<file path="src/rtl/prf_scoreboard.sv">
// Multi-ported physical register file with per-entry ready scoreboard.
// Reads bypass same-cycle writebacks; busy_count tracks entries that are not ready.
module prf_scoreboard #(
  parameter int unsigned DATA_W   = 8,
  parameter int unsigned NUM_REGS = 16,
  parameter int unsigned NUM_RD   = 4,
  parameter int unsigned NUM_WR   = 2,
  parameter int unsigned ZERO_REG = 1,
  localparam int unsigned AW      = $clog2(NUM_REGS)
) (
  input  logic                     clk,
  input  logic                     rst,
  input  logic [NUM_RD*AW-1:0]     rd_addr,
  output logic [NUM_RD*DATA_W-1:0] rd_data,
  output logic [NUM_RD-1:0]        rd_ready,
  input  logic [NUM_WR-1:0]        wr_en,
  input  logic [NUM_WR*AW-1:0]     wr_addr,
  input  logic [NUM_WR*DATA_W-1:0] wr_data,
  input  logic                     alloc_en,
  input  logic [AW-1:0]            alloc_addr,
  input  logic                     flush,
  output logic [AW:0]              busy_count,
  output logic                     wr_conflict
);

  localparam int unsigned CW = AW + 1;

  logic [DATA_W-1:0]   data_q [NUM_REGS];
  logic [DATA_W-1:0]   data_d [NUM_REGS];
  logic [NUM_REGS-1:0] ready_q, ready_d;
  logic [CW-1:0]       busy_count_q, busy_count_d;
  logic                wr_conflict_q, wr_conflict_d;

  // Combinational read with highest-index writeback bypass.
  always_comb begin
    logic [AW-1:0]     ra;
    logic [DATA_W-1:0] val;
    logic              rdy;
    rd_data  = '0;
    rd_ready = '0;
    for (int unsigned i = 0; i < NUM_RD; i++) begin
      ra  = rd_addr[i*AW +: AW];
      val = data_q[ra];
      rdy = ready_q[ra];
      for (int unsigned j = 0; j < NUM_WR; j++) begin
        if (wr_en[j] && (wr_addr[j*AW +: AW] == ra)) begin
          val = wr_data[j*DATA_W +: DATA_W];
          rdy = 1'b1;
        end
      end
      if ((ZERO_REG != 0) && (ra == '0)) begin
        val = '0;
        rdy = 1'b1;
      end
      rd_data[i*DATA_W +: DATA_W] = val;
      rd_ready[i]                 = rdy;
    end
  end

  // Next state: writes, then alloc (beats write), then flush (beats alloc).
  always_comb begin
    logic [AW-1:0] wa;
    logic [CW-1:0] cnt;
    data_d        = data_q;
    ready_d       = ready_q;
    wr_conflict_d = wr_conflict_q;
    cnt           = '0;
    for (int unsigned j = 0; j < NUM_WR; j++) begin
      wa = wr_addr[j*AW +: AW];
      if (wr_en[j] && !((ZERO_REG != 0) && (wa == '0))) begin
        data_d[wa]  = wr_data[j*DATA_W +: DATA_W];
        ready_d[wa] = 1'b1;
      end
      for (int unsigned k = j + 1; k < NUM_WR; k++) begin
        if (wr_en[j] && wr_en[k] && (wr_addr[k*AW +: AW] == wa) &&
            !((ZERO_REG != 0) && (wa == '0))) begin
          wr_conflict_d = 1'b1;
        end
      end
    end
    if (alloc_en && !((ZERO_REG != 0) && (alloc_addr == '0))) begin
      ready_d[alloc_addr] = 1'b0;
    end
    if (flush) begin
      ready_d = '1;
    end
    for (int unsigned r = 0; r < NUM_REGS; r++) begin
      if (!ready_d[r]) cnt = cnt + CW'(1);
    end
    busy_count_d = cnt;
  end

  always_ff @(posedge clk or posedge rst) begin
    if (rst) begin
      for (int unsigned r = 0; r < NUM_REGS; r++) data_q[r] <= '0;
      ready_q       <= '1;
      busy_count_q  <= '0;
      wr_conflict_q <= 1'b0;
    end else begin
      data_q        <= data_d;
      ready_q       <= ready_d;
      busy_count_q  <= busy_count_d;
      wr_conflict_q <= wr_conflict_d;
    end
  end

  assign busy_count  = busy_count_q;
  assign wr_conflict = wr_conflict_q;

endmodule

</file>
<file path="config.mk">
export PLATFORM = sky130hd
export DESIGN_NAME = prf_scoreboard
export DESIGN_NICKNAME = d
export VERILOG_FILES = /design/src/rtl/prf_scoreboard.sv
export SDC_FILE = /design/constraint.sdc
export NUM_CORES = 1
export LEC_CHECK = 0
export ABC_AREA = 0
export BUFFER_PORTS_ARGS = -buffer_cell sky130_fd_sc_hd__buf_2
export CAP_MARGIN = 20
export CORE_MARGIN = 2
export CORE_UTILIZATION = 50
export DETAILED_ROUTE_END_ITERATION = 16
export PLACE_DENSITY = 0.71
export SKIP_LAST_GASP = 1
export SLEW_MARGIN = 15
export SYNTH_ARGS = -nofsm -noshare
export SYNTH_HDL_FRONTEND = slang
export SYNTH_SLANG_ARGS = --single-unit
</file>
<file path="constraint.sdc">
create_clock -name clk -period 14.89 [get_ports clk]
set_input_delay 0.7445 -clock clk [delete_from_list [all_inputs] [get_ports clk]]
set_output_delay 0.7445 -clock clk [all_outputs]
set_load 0.005 [all_outputs]
</file>
==> summary.md <==
| Metric | Value |
|---|---|
| CP Data Required Time | 15.21 ns |
| Grt met3 use | 9.21% |
| Die span in y | 173 um |
| Number of cells after detailed placement | 1729 |
| Layout Skew | 0.00442 ns |
| Simple-gate share of the synthesized area | 11.8% |
| Post-cts sizing count | 0 |
| DRT antenna net count | 0 |
| Pwr Density | 104 nW/um2 |
| Post-synthesis xor/xnor area fraction | 6.53% |
| Total routed wirelength | 47400 um |
| DRC | 0 |
| Layout cell share with drive strength beyond 1 | 29.0% |
| Leading cell types by count after synthesis | 176 x mux4_2, 163 x mux2i_1, 150 x nor2_1 |
| Largest net degree at the start of global routing | 79 |
| Slew HR | 23.6% |
| # setup viols final | 0 |
| Sequential area share after synthesis | 26.5% |
| Critical Path Slowest Stage Cell | or2_1 |
| M2 GR Usage | 49.7% |
| Instance count of the mapped netlist | 1350 |
| Root Buffer | clkbuf_16 |
| HP Class | in -> async |
| Setup crit end | busy_count[4] |
| Crit path top cell by count | ha_1 |
| Post-synthesis register bit count | 150 |
| Hold-fix buffers, CTS | 0 |
| Worst VDD drop | 0.0863 mV |
| Worst Reg-to-Reg Cells | 42 |
| Ports | 92 |
| Area delta synth->final | 9.35% |
| Post-Syn Nets | 1414 |
| Slew @ Worst Pin | 1.14 ns |
| Clock sinks | 150 |
| Synth cell types | 76 |
| Met1 usage | 40.0% |
| CP arrival | 10.20 ns |
| Die width | 173 um |
| Reg2reg start | ready_q[1] |
| Max-Cap Viols | 0 |
| Worst setup SP type | primary input |
| Post-Route Setup TNS | 0 ns |
| Routed wire per std cell | 26.9 um |
| NumNets Final | 1434 |
| CTS H-tree depth | 4 |
| Total GRT Usage | 32.2% |
| Crit Path Class | in -> reg |
| CTS max path bufs | 2 |
| Status | finished clean |
| Tot Pwr | 1.62 mW |
| Setup Buffers After CTS | 0 |
| Async SR Flop Fraction | 100% |
| Port Buffer Count | 91 |
| Global route overflow | 0 |
| Synth area leaders | mux4_2 28%, dfrtp_1 24%, mux2i_1 11%, nor2_1 4.0%, o21ai_0 3.4% |
| Initial antenna violation count | 4 |
| Cell with the most instances after synthesis | mux4_2 |
| Die area | 29900 um2 |
| Syn Area/Cell | 10.6 um2 |
| Vias | 12171 |
| Ys flop type | dfrtp_1 |
| Final Max Slew Viols | 0 |
| Row count | 61 |
| Fin crit share | 66.3% |
| Synth Warn # | 0 |
| Gr busiest metal | met2 |
| Post-synthesis mux area share | 39.9% |
| CP endpoint kind | flip-flop |
| Later-pin clock latency in the skew report | 0.44 ns |
| Crit Path Max Fanout | 12 |
| Num CTS Buffers | 17 |
| Post-Synth Adder-Cell Area | 1.30% |
| R2r endpoint | busy_count[4] |
| EDFF count, synth | 0 |
| Core box area | 27900 um2 |
| Post-synth top area cell | mux4_2 |
| CTS tree | done |
| R2r setup slk | 5.79 ns |
| HPWL after detailed placement | 29700 um |
| Max Fclk | 101 MHz |
| Compound-cell area share of the yosys netlist | 9.67% |
| Crit path from | wr_addr[2] |
| Post-Syn Area | 14200 um2 |
| Share of the synthesized area in the top cell type | 27.8% |
| Vias in the first global route | 12023 |
| Clock transition at path regs | 0.07 ns |
| CP peak stage delay | 0.59 ns |
| Routability cong. | 0.899 |
| DR vias/cell | 6.90 |
| DR iter-0 viols | 1575 |
| Final hold viol count | 0 |
| Initial Util | 51.0% |
| Leakage | 6.07 nW |
| Post-Layout Cell Count | 1765 |
| Final Critical Period | 9.88 ns |
| DRT Pass-1 Iters | 8 |
| Main combinational cell family by area after synthesis | multiplexers |
| Global-route wire length before repair | 72700 um |
| RSZ-0062 raised after global routing | false |
[cell type report]
class	instances	area (um2)
Fill cell	2370	12400
Tap cell	378	473
Multi-Input combinational cell	1051	9920
Inverter	22	92.6
Timing Repair Buffer	128	733
Antenna cell	4	10.0
Sequential cell	150	3770
Clock buffer	18	439
Clock inverter	14	139
[sequential cells by signal, summed over array words and instances, names as in the netlist]
| signal | cells |
|---|---|
| data_q | 128 |
| ready_q | 16 |
| busy_count | 5 |
| wr_conflict | 1 |
[per-stage QoR]
step	worst slack (ns)	instance area (um2)	utilization, %	hold slack [ns]
final	5.01	15600	55.8	0.437
after global routing	4.33	15600	55.7	0.465
after floorplan	5.68	14200	-	0.460
after detailed placement	4.61	15000	53.7	0.430
after global placement	4.86	15000	53.7	0.416
after CTS	5.07	15600	55.7	0.446
[report_power, final]
group / total (mW) / leakage, nW / switching (mW) / internal [mW]
logic: 0.579 / 3.99 / 0.259 / 0.320
registers: 0.600 / 1.81 / 0.107 / 0.494
clock network: 0.439 / 0.276 / 0.201 / 0.239
[layer usage]
layer,vias to the layer above,part of all wire (%)
li1,5111,-
met1,5899,36
met2,920,45
met3,239,11
met4,2,7.1
met5,-,0.015
[worst max-delay path: cells and delay by family]
family                   cells  cell delay (ns)
adder cells (fa/ha/maj)      9             2.66
AND/OR/NAND/NOR             13             2.47
AO/OA/AOI/OAI               10             1.78
XOR/XNOR                     5             1.08
multiplexers                 5             1.05
buffers and inverters        2             0.35
[cell families (layout without fill, tap and decap cells)]
group	count (synthesis)	count (layout)
mux	347	347
flops	150	150
other cells	0	4
fa+ha+maj	15	15
compound gates	227	227
xor+xnor	90	90
buf+inv	149	182
simple gates	372	372
[layout by cell type, fill, tap and decap left out, types with 8 or more instances in the layout]
cell type	Yosys	final
mux4_2	176	176
clkbuf_16	0	17
a21oi_1	81	81
buf_4	4	37
dfrtp_1	134	134
buf_2	11	91
o21ai_0	97	97
inv_1	18	17
nand3_1	11	11
nor4_2	0	8
mux2i_1	163	163
nand2_1	121	121
or3_1	9	9
nor2_1	150	149
xnor2_1	46	46
nand4_1	8	8
nor3_1	8	8
ha_1	14	14
xor2_1	34	34
dfstp_2	16	16
[how the worst min path moves through the flow]
| stage | from | endpoint | slack (ns) |
|---|---|---|---|
| 6_report | rst | data_q[99] | 0.44 |
| 5_1_grt | data_q[126] | data_q[126] | 0.47 |
| 4_1_cts | data_q[122] | data_q[122] | 0.45 |
| 3_5_place_dp | data_q[122] | data_q[122] | 0.43 |
| 3_3_place_gp | data_q[122] | data_q[122] | 0.42 |
| 2_1_floorplan | wr_conflict | wr_conflict | 0.46 |
Note: power is estimated with default switching activity, not from simulation.
